`src/rtl/bin2bcd_pkg.sv`:
```
// -----------------------------------------------------------------------------
// bin2bcd_pkg
// Shared types and constants for the sequential binary-to-BCD converter.
//   bcd_state_e   : controller FSM states
//   bcd_digit_t   : one packed BCD digit
//   BCD_ADJ_*     : double-dabble add-3 correction constants
//   bcd_adjust()  : pre-shift correction applied to one digit
// -----------------------------------------------------------------------------
package bin2bcd_pkg;

  typedef enum logic [1:0] {
    ST_IDLE,
    ST_SHIFT,
    ST_DONE
  } bcd_state_e;

  typedef logic [3:0] bcd_digit_t;

  localparam bcd_digit_t BCD_ADJ_THRESH = 4'd5;
  localparam bcd_digit_t BCD_ADJ_ADD    = 4'd3;

  // A digit of 5..9 becomes >= 10 after doubling; adding 3 first makes the
  // doubled value carry cleanly into the next digit.
  function automatic bcd_digit_t bcd_adjust(input bcd_digit_t d);
    return (d >= BCD_ADJ_THRESH) ? bcd_digit_t'(d + BCD_ADJ_ADD) : d;
  endfunction

endpackage

```
`src/rtl/bin2bcd_seq_ctrl_if.sv`:
```
// -----------------------------------------------------------------------------
// bin2bcd_seq_ctrl_if
// Handshake bundle of the binary-to-BCD converter.
//   in_valid/in_ready/bin_in      : binary word input handshake
//   out_valid/out_ready/bcd_out   : packed BCD result handshake
//   busy                          : conversion in progress
// Modports: master = producer/consumer side, slave = converter side.
// -----------------------------------------------------------------------------
interface bin2bcd_seq_ctrl_if #(
  parameter int BIN_W      = 16,
  parameter int NUM_DIGITS = 5
);

  logic                    in_valid;
  logic                    in_ready;
  logic [BIN_W-1:0]        bin_in;
  logic                    out_valid;
  logic                    out_ready;
  logic [4*NUM_DIGITS-1:0] bcd_out;
  logic                    busy;

  modport master (
    output in_valid, bin_in, out_ready,
    input  in_ready, out_valid, bcd_out, busy
  );

  modport slave (
    input  in_valid, bin_in, out_ready,
    output in_ready, out_valid, bcd_out, busy
  );

endinterface

```
`src/rtl/bcd_digit_shift.sv`:
```
// -----------------------------------------------------------------------------
// bcd_digit_shift
// One 4-bit double-dabble segment of the BCD digit chain.
//   clk, rst_n : clock, synchronous active-low reset
//   clr        : synchronous clear (priority over en)
//   en         : adjust-and-shift this edge
//   cin        : bit shifted in from the previous (less significant) stage
//   digit      : current BCD digit
//   cout       : bit shifted out to the next (more significant) stage
// -----------------------------------------------------------------------------
module bcd_digit_shift
  import bin2bcd_pkg::*;
(
  input  logic       clk,
  input  logic       rst_n,
  input  logic       clr,
  input  logic       en,
  input  logic       cin,
  output bcd_digit_t digit,
  output logic       cout
);

  bcd_digit_t digit_q, digit_d;
  bcd_digit_t adj;

  // cout depends only on this stage's register, so the chain has no ripple path.
  assign adj   = bcd_adjust(digit_q);
  assign cout  = adj[3];
  assign digit = digit_q;

  always_comb begin
    // NOTE: default first so every path assigns digit_d and no latch is inferred.
    digit_d = digit_q;
    if (clr) begin
      digit_d = '0;
    end else if (en) begin
      digit_d = {adj[2:0], cin};
    end
  end

  // NOTE: sequential state uses non-blocking assignments; reset is sampled on the edge.
  always_ff @(posedge clk) begin
    if (!rst_n) digit_q <= '0;
    else        digit_q <= digit_d;
  end

endmodule

```
`src/rtl/bin2bcd_seq_ctrl.sv`:
```
// -----------------------------------------------------------------------------
// bin2bcd_seq_ctrl
// Sequencer for a double-dabble binary-to-BCD converter. Accepts a binary
// word, clears the digit chain, shifts BIN_W bits MSB-first through it, then
// presents the packed BCD result until the consumer takes it.
//   clk, rst_n : clock, synchronous active-low reset
//   bus        : bin2bcd_seq_ctrl_if.slave (input/output handshakes, busy)
//   ovf        : only when BIN2BCD_OVF_EN is defined; result truncated
//                (value >= 10^NUM_DIGITS), valid with out_valid
// Optional feature macro: BIN2BCD_OVF_EN
// -----------------------------------------------------------------------------
module bin2bcd_seq_ctrl
  import bin2bcd_pkg::*;
#(
  parameter int BIN_W      = 16,
  parameter int NUM_DIGITS = 5
) (
  input  logic                  clk,
  input  logic                  rst_n,
  bin2bcd_seq_ctrl_if.slave     bus
`ifdef BIN2BCD_OVF_EN
  ,
  output logic                  ovf
`endif
);

  localparam int CNT_W = $clog2(BIN_W + 1);

  bcd_state_e              state_q, state_d;
  logic [CNT_W-1:0]        cnt_q, cnt_d;
  logic [BIN_W-1:0]        bin_sr_q, bin_sr_d;
  logic                    accept;
  logic                    shift_en;
  logic [NUM_DIGITS:0]     carry;
  logic [4*NUM_DIGITS-1:0] bcd_flat;

  assign accept   = (state_q == ST_IDLE) && bus.in_valid;
  assign shift_en = (state_q == ST_SHIFT);
  assign carry[0] = bin_sr_q[BIN_W-1];

  // Digit chain: digit 0 (ones) receives the binary MSB, each stage feeds the next.
  for (genvar i = 0; i < NUM_DIGITS; i++) begin : g_digit
    bcd_digit_shift u_digit (
      .clk   (clk),
      .rst_n (rst_n),
      .clr   (accept),
      .en    (shift_en),
      .cin   (carry[i]),
      .digit (bcd_flat[4*i +: 4]),
      .cout  (carry[i+1])
    );
  end

  // Next-state logic.
  always_comb begin
    state_d = state_q;
    unique case (state_q)
      ST_IDLE:  if (accept)              state_d = ST_SHIFT;
      ST_SHIFT: if (cnt_q == CNT_W'(1))  state_d = ST_DONE;
      ST_DONE:  if (bus.out_ready)       state_d = ST_IDLE;
      default:                           state_d = ST_IDLE;
    endcase
  end

  // Datapath: shift register and remaining-bit counter.
  always_comb begin
    cnt_d    = cnt_q;
    bin_sr_d = bin_sr_q;
    if (accept) begin
      cnt_d    = CNT_W'(BIN_W);
      bin_sr_d = bus.bin_in;
    end else if (shift_en) begin
      cnt_d    = cnt_q - CNT_W'(1);
      bin_sr_d = bin_sr_q << 1;
    end
  end

  always_ff @(posedge clk) begin
    if (!rst_n) begin
      state_q  <= ST_IDLE;
      cnt_q    <= '0;
      bin_sr_q <= '0;
    end else begin
      state_q  <= state_d;
      cnt_q    <= cnt_d;
      bin_sr_q <= bin_sr_d;
    end
  end

`ifdef BIN2BCD_OVF_EN
  logic ovf_q, ovf_d;

  // Sticky: any carry out of the top digit means the result wrapped.
  always_comb begin
    ovf_d = ovf_q;
    if (accept)                          ovf_d = 1'b0;
    else if (shift_en && carry[NUM_DIGITS]) ovf_d = 1'b1;
  end

  always_ff @(posedge clk) begin
    if (!rst_n) ovf_q <= 1'b0;
    else        ovf_q <= ovf_d;
  end

  assign ovf = ovf_q;
`endif

  // Outputs are decoded from the state register only.
  always_comb begin
    bus.in_ready  = (state_q == ST_IDLE);
    bus.busy      = (state_q == ST_SHIFT);
    bus.out_valid = (state_q == ST_DONE);
    bus.bcd_out   = bcd_flat;
  end

endmodule
```
`src/flat_wrapper.sv`:
```
// flat-port wrapper written by rule: the top's interface ports become plain ports
module bin2bcd_seq_ctrl_flat import bin2bcd_pkg::*;
#(
  parameter int BIN_W      = 16,
  parameter int NUM_DIGITS = 5
)
  (clk, rst_n, bus_in_valid, bus_bin_in, bus_out_ready, bus_in_ready, bus_out_valid, bus_bcd_out, bus_busy);
  bin2bcd_seq_ctrl_if #(.BIN_W(BIN_W), .NUM_DIGITS(NUM_DIGITS)) bus_i ();
  input  logic clk;
  input  logic rst_n;
  input wire logic [$bits(bus_i.in_valid)-1:0] bus_in_valid;
  input wire logic [$bits(bus_i.bin_in)-1:0] bus_bin_in;
  input wire logic [$bits(bus_i.out_ready)-1:0] bus_out_ready;
  output wire logic [$bits(bus_i.in_ready)-1:0] bus_in_ready;
  output wire logic [$bits(bus_i.out_valid)-1:0] bus_out_valid;
  output wire logic [$bits(bus_i.bcd_out)-1:0] bus_bcd_out;
  output wire logic [$bits(bus_i.busy)-1:0] bus_busy;
  assign bus_i.in_valid = bus_in_valid;
  assign bus_i.bin_in = bus_bin_in;
  assign bus_i.out_ready = bus_out_ready;
  assign bus_in_ready = bus_i.in_ready;
  assign bus_out_valid = bus_i.out_valid;
  assign bus_bcd_out = bus_i.bcd_out;
  assign bus_busy = bus_i.busy;
  bin2bcd_seq_ctrl #(.BIN_W(BIN_W), .NUM_DIGITS(NUM_DIGITS)) u_core (.clk(clk), .rst_n(rst_n), .bus(bus_i));
endmodule
```
`config.mk`:
```
export PLATFORM = sky130hd
export DESIGN_NAME = bin2bcd_seq_ctrl_flat
export DESIGN_NICKNAME = d
export VERILOG_FILES = /design/src/rtl/bin2bcd_pkg.sv /design/src/rtl/bin2bcd_seq_ctrl_if.sv /design/src/rtl/bcd_digit_shift.sv /design/src/rtl/bin2bcd_seq_ctrl.sv /design/src/flat_wrapper.sv
export SDC_FILE = /design/constraint.sdc
export NUM_CORES = 1
export LEC_CHECK = 0
export ABC_AREA = 1
export ABC_CLOCK_PERIOD_IN_PS = 1700
export CORE_MARGIN = 2
export CORE_UTILIZATION = 30
export DETAILED_ROUTE_END_ITERATION = 12
export HOLD_SLACK_MARGIN = 0.03
export PLACE_DENSITY = 0.62
export SYNTH_ARGS = -nofsm -noshare
export SYNTH_HDL_FRONTEND = slang
export SYNTH_HIERARCHICAL = 1
export SYNTH_SLANG_ARGS = --single-unit
```
`constraint.sdc`:
```
create_clock -name clk -period 1.7 [get_ports clk]
set_clock_uncertainty 0.2 [all_clocks]
set_input_delay 0.425 -clock clk [delete_from_list [all_inputs] [get_ports clk]]
set_output_delay 0.425 -clock clk [all_outputs]
set_load 0.02 [all_outputs]
```
==> impl_metrics.json <==
{
  "start_util_pct": 31.2,
  "cts_tree": "done",
  "utilization_pct": 42.3,
  "clkSinkCount": 43,
  "ir_drop_mv": 0.454,
  "rsz0062_at_grt": "yes",
  "pwr-share-clk_pct": 33.4,
  "clock_latency_ns": 0.29,
  "holdPathEnd": "u_core/bin_sr_q[0]$_SDFFE_PN0P_",
  "antenna_found_initial": 0,
  "r2r_setup_slack_ns": 0.09,
  "internal_power_mw": 1.77,
  "post_cts_resized": 36,
  "dieArea_mm2": 0.00835,
  "power_frac_seq_pct": 45.0,
  "dp_cells": 494,
  "postCtsSetupBuffers": 0,
  "pwr-share-comb_pct": 21.6,
  "max_cap_viol_count": 0,
  "final_layout_size_suffix_gt1_share_pct": 14.4,
  "cp.depth": 1,
  "grt_max_degree": 48,
  "clkTransAtPathRegs_ns": 0.08,
  "via_per_inst": 4.42,
  "wl_per_cell_um": 10.1,
  "crit_buf_inv": 1,
  "ioPinCount": 43,
  "cts_hold_buf": 0,
  "finalCritPeriodShare_pct": 97.2,
  "num_antenna_cells": 0,
  "numCtsBuffers": 5,
  "startpoint_type": "register",
  "hpwl_mm": 3.75,
  "cts_max_level": 2,
  "reg2regPathDepth": 7,
  "routed-via-count": 2218,
  "remaining_drc_errors": 0,
  "powerDensity_mw_per_mm2": 794,
  "syn_to_final_growth_pct": 35.5,
  "hold_path_class": "register to register",
  "syn_avg_cell_area_um2": 6.81,
  "syn-num-nets": 368,
  "slew_violations": 0,
  "max_freq_ghz": 0.605,
  "nFillCells": 756,
  "r2r-end": "u_core/g_digit[2].u_digit/digit[1]$_SDFFE_PP0P_",
  "dr.max_layer_used": "met4",
  "critPathSlowestCell": "dfxtp_1",
  "leakagePower_nw": 1.40,
  "place.gp.congestion": 0.852,
  "syn_area_mm2": 0.00229,
  "cts_buffer_depth": 2,
  "met2_length_mm": 2.30,
  "cp.required_ns": 1.07,
  "drt_first_pass_iters": 4,
  "yosys_warnings": 6,
  "finalSetupViolCount": 0,
  "tightest_slew_ns": 0.350,
  "slew_headroom_pct": 76.7,
  "final_nets": 434,
  "status": "finished, final reports clean",
  "drt_iter0_drc": 106,
  "overflow": 0,
  "worstPathMaxFanout": 5,
  "routed_wirelength_mm": 5.08,
  "finalHoldViolCount": 0,
  "rr_startpoint": "u_core/state_q[0]$_SDFFE_PN0P_",
  "slowest_delay_ns": 0.39,
  "p_switching_mw": 0.692,
  "die_h_um": 91.4,
  "design.core.area_mm2": 0.00733,
  "critical_path.top_delay_family": "flip-flops",
  "grt_pass1_vias": 2073,
  "dp_slack_ns": -0.129,
  "min_from": "u_core/bin_sr_q[0]$_SDFFE_PN0P_",
  "path_cells": "dlygate4sd2_1",
  "critPathKind": "register to output port",
  "instances_no_fill": 502,
  "numPortBuffers": 42,
  "grtUsageTotal_pct": 13.0,
  "dr_wl_met3_um": 215,
  "setup.worst_path.end_class": "output port",
  "drtAntennaViolNets": 0,
  "p_sw_share_pct": 28.1,
  "fp.dieW_um": 91.4,
  "drt-met1-wl_mm": 2.53,
  "worstHoldPathCells": 2,
  "rows": 31,
  "cp.arrival_ns": 1.03,
  "grt_pass1_wl_mm": 8.91,
  "clockRootBuffer": "clkbuf_8",
  "setup_slack_ns": 0.0473,
  "fin_crit_ns": 1.65,
  "syn_inst": 336
}
## worst min-delay path, stage by stage, from the launching register on
cell and delay [ns]:
dfxtp_1 0.32, nand2_1 0.06, a21oi_1 0.06
## placed cells by master (no fill, tap or decap), types with 6 or more instances in the layout
| master | instances |
|---|---|
| clkdlybuf4s50_1 | 19 |
| nand2_1 | 93 |
| inv_1 | 61 |
| o21ai_0 | 11 |
| clkbuf_8 | 6 |
| nand2_2 | 11 |
| buf_4 | 22 |
| dfxtp_1 | 38 |
| dlygate4sd2_1 | 19 |
| a31oi_1 | 15 |
| a21oi_1 | 20 |
| ha_1 | 12 |
| nand3_1 | 29 |
| nor2_1 | 16 |
## flip-flops by register name, indices dropped and copies added, names as in the netlist
name / flops
u_core/g_digit.u_digit/digit: 20
u_core/state_q: 2
u_core/bin_sr_q: 16
u_core/cnt_q: 5
## how the worst max path moves through the flow
stage | startpoint | to | slack (ns)
2_1_floorplan | u_core/g_digit[0].u_digit/digit[0]$_SDFFE_PP0P_ | u_core/g_digit[1].u_digit/digit[0]$_SDFFE_PP0P_ | 0.07
3_5_place_dp | bus_in_valid | u_core/g_digit[4].u_digit/digit[2]$_SDFFE_PP0P_ | -0.13
4_1_cts | u_core/g_digit[2].u_digit/digit[1]$_SDFFE_PP0P_ | bus_bcd_out[9] | 0.002
3_3_place_gp | bus_in_valid | u_core/g_digit[4].u_digit/digit[2]$_SDFFE_PP0P_ | -0.12
5_1_grt | u_core/g_digit[3].u_digit/digit[1]$_SDFFE_PP0P_ | u_core/g_digit[4].u_digit/digit[0]$_SDFFE_PP0P_ | -0.01
6_report | u_core/g_digit[3].u_digit/digit[3]$_SDFFE_PP0P_ | bus_bcd_out[15] | 0.05
## per-stage QoR
stage	cell area, um2	setup TNS (ns)	hold WS, ns	power, mW
6_report	3100	0	0.275	2.46
4_1_cts	3070	0	0.279	2.50
3_3_place_gp	2980	-1.99	0.255	1.67
3_5_place_dp	2980	-2.56	0.267	1.67
2_1_floorplan	2290	0	0.243	1.45
5_1_grt	3100	-0.0268	0.305	2.63
## power groups by stage
| stage | Sequential (mW) | Combinational (mW) | Clock [mW] |
|---|---|---|---|
| CTS | 1.11 | 0.528 | 0.863 |
| floorplan | 1.16 | 0.293 | 0 |
| detailed placement | 1.13 | 0.542 | 0 |
| global route | 1.12 | 0.604 | 0.905 |
| global placement | 1.13 | 0.536 | 0 |
| finish | 1.11 | 0.531 | 0.822 |
## routing by layer
layer  vias up  GRT usage (%)
met1       968           16.4
met4         0           3.28
met3         2           3.57
met5         -              0
li1       1199              -
met2        49           21.9
## area by class of cell
| type | instances | area [um2] | area share (%) |
|---|---|---|---|
| Sequential cell | 43 | 867 | 27.9 |
| Clock inverter | 2 | 35.0 | 1.13 |
| Clock buffer | 6 | 82.6 | 2.66 |
| Inverter | 64 | 243 | 7.82 |
| Tap cell | 99 | 124 | 3.99 |
| Timing Repair Buffer | 64 | 583 | 18.8 |
| Multi-Input combinational cell | 224 | 1170 | 37.7 |
(Power assumes the default switching activity.)
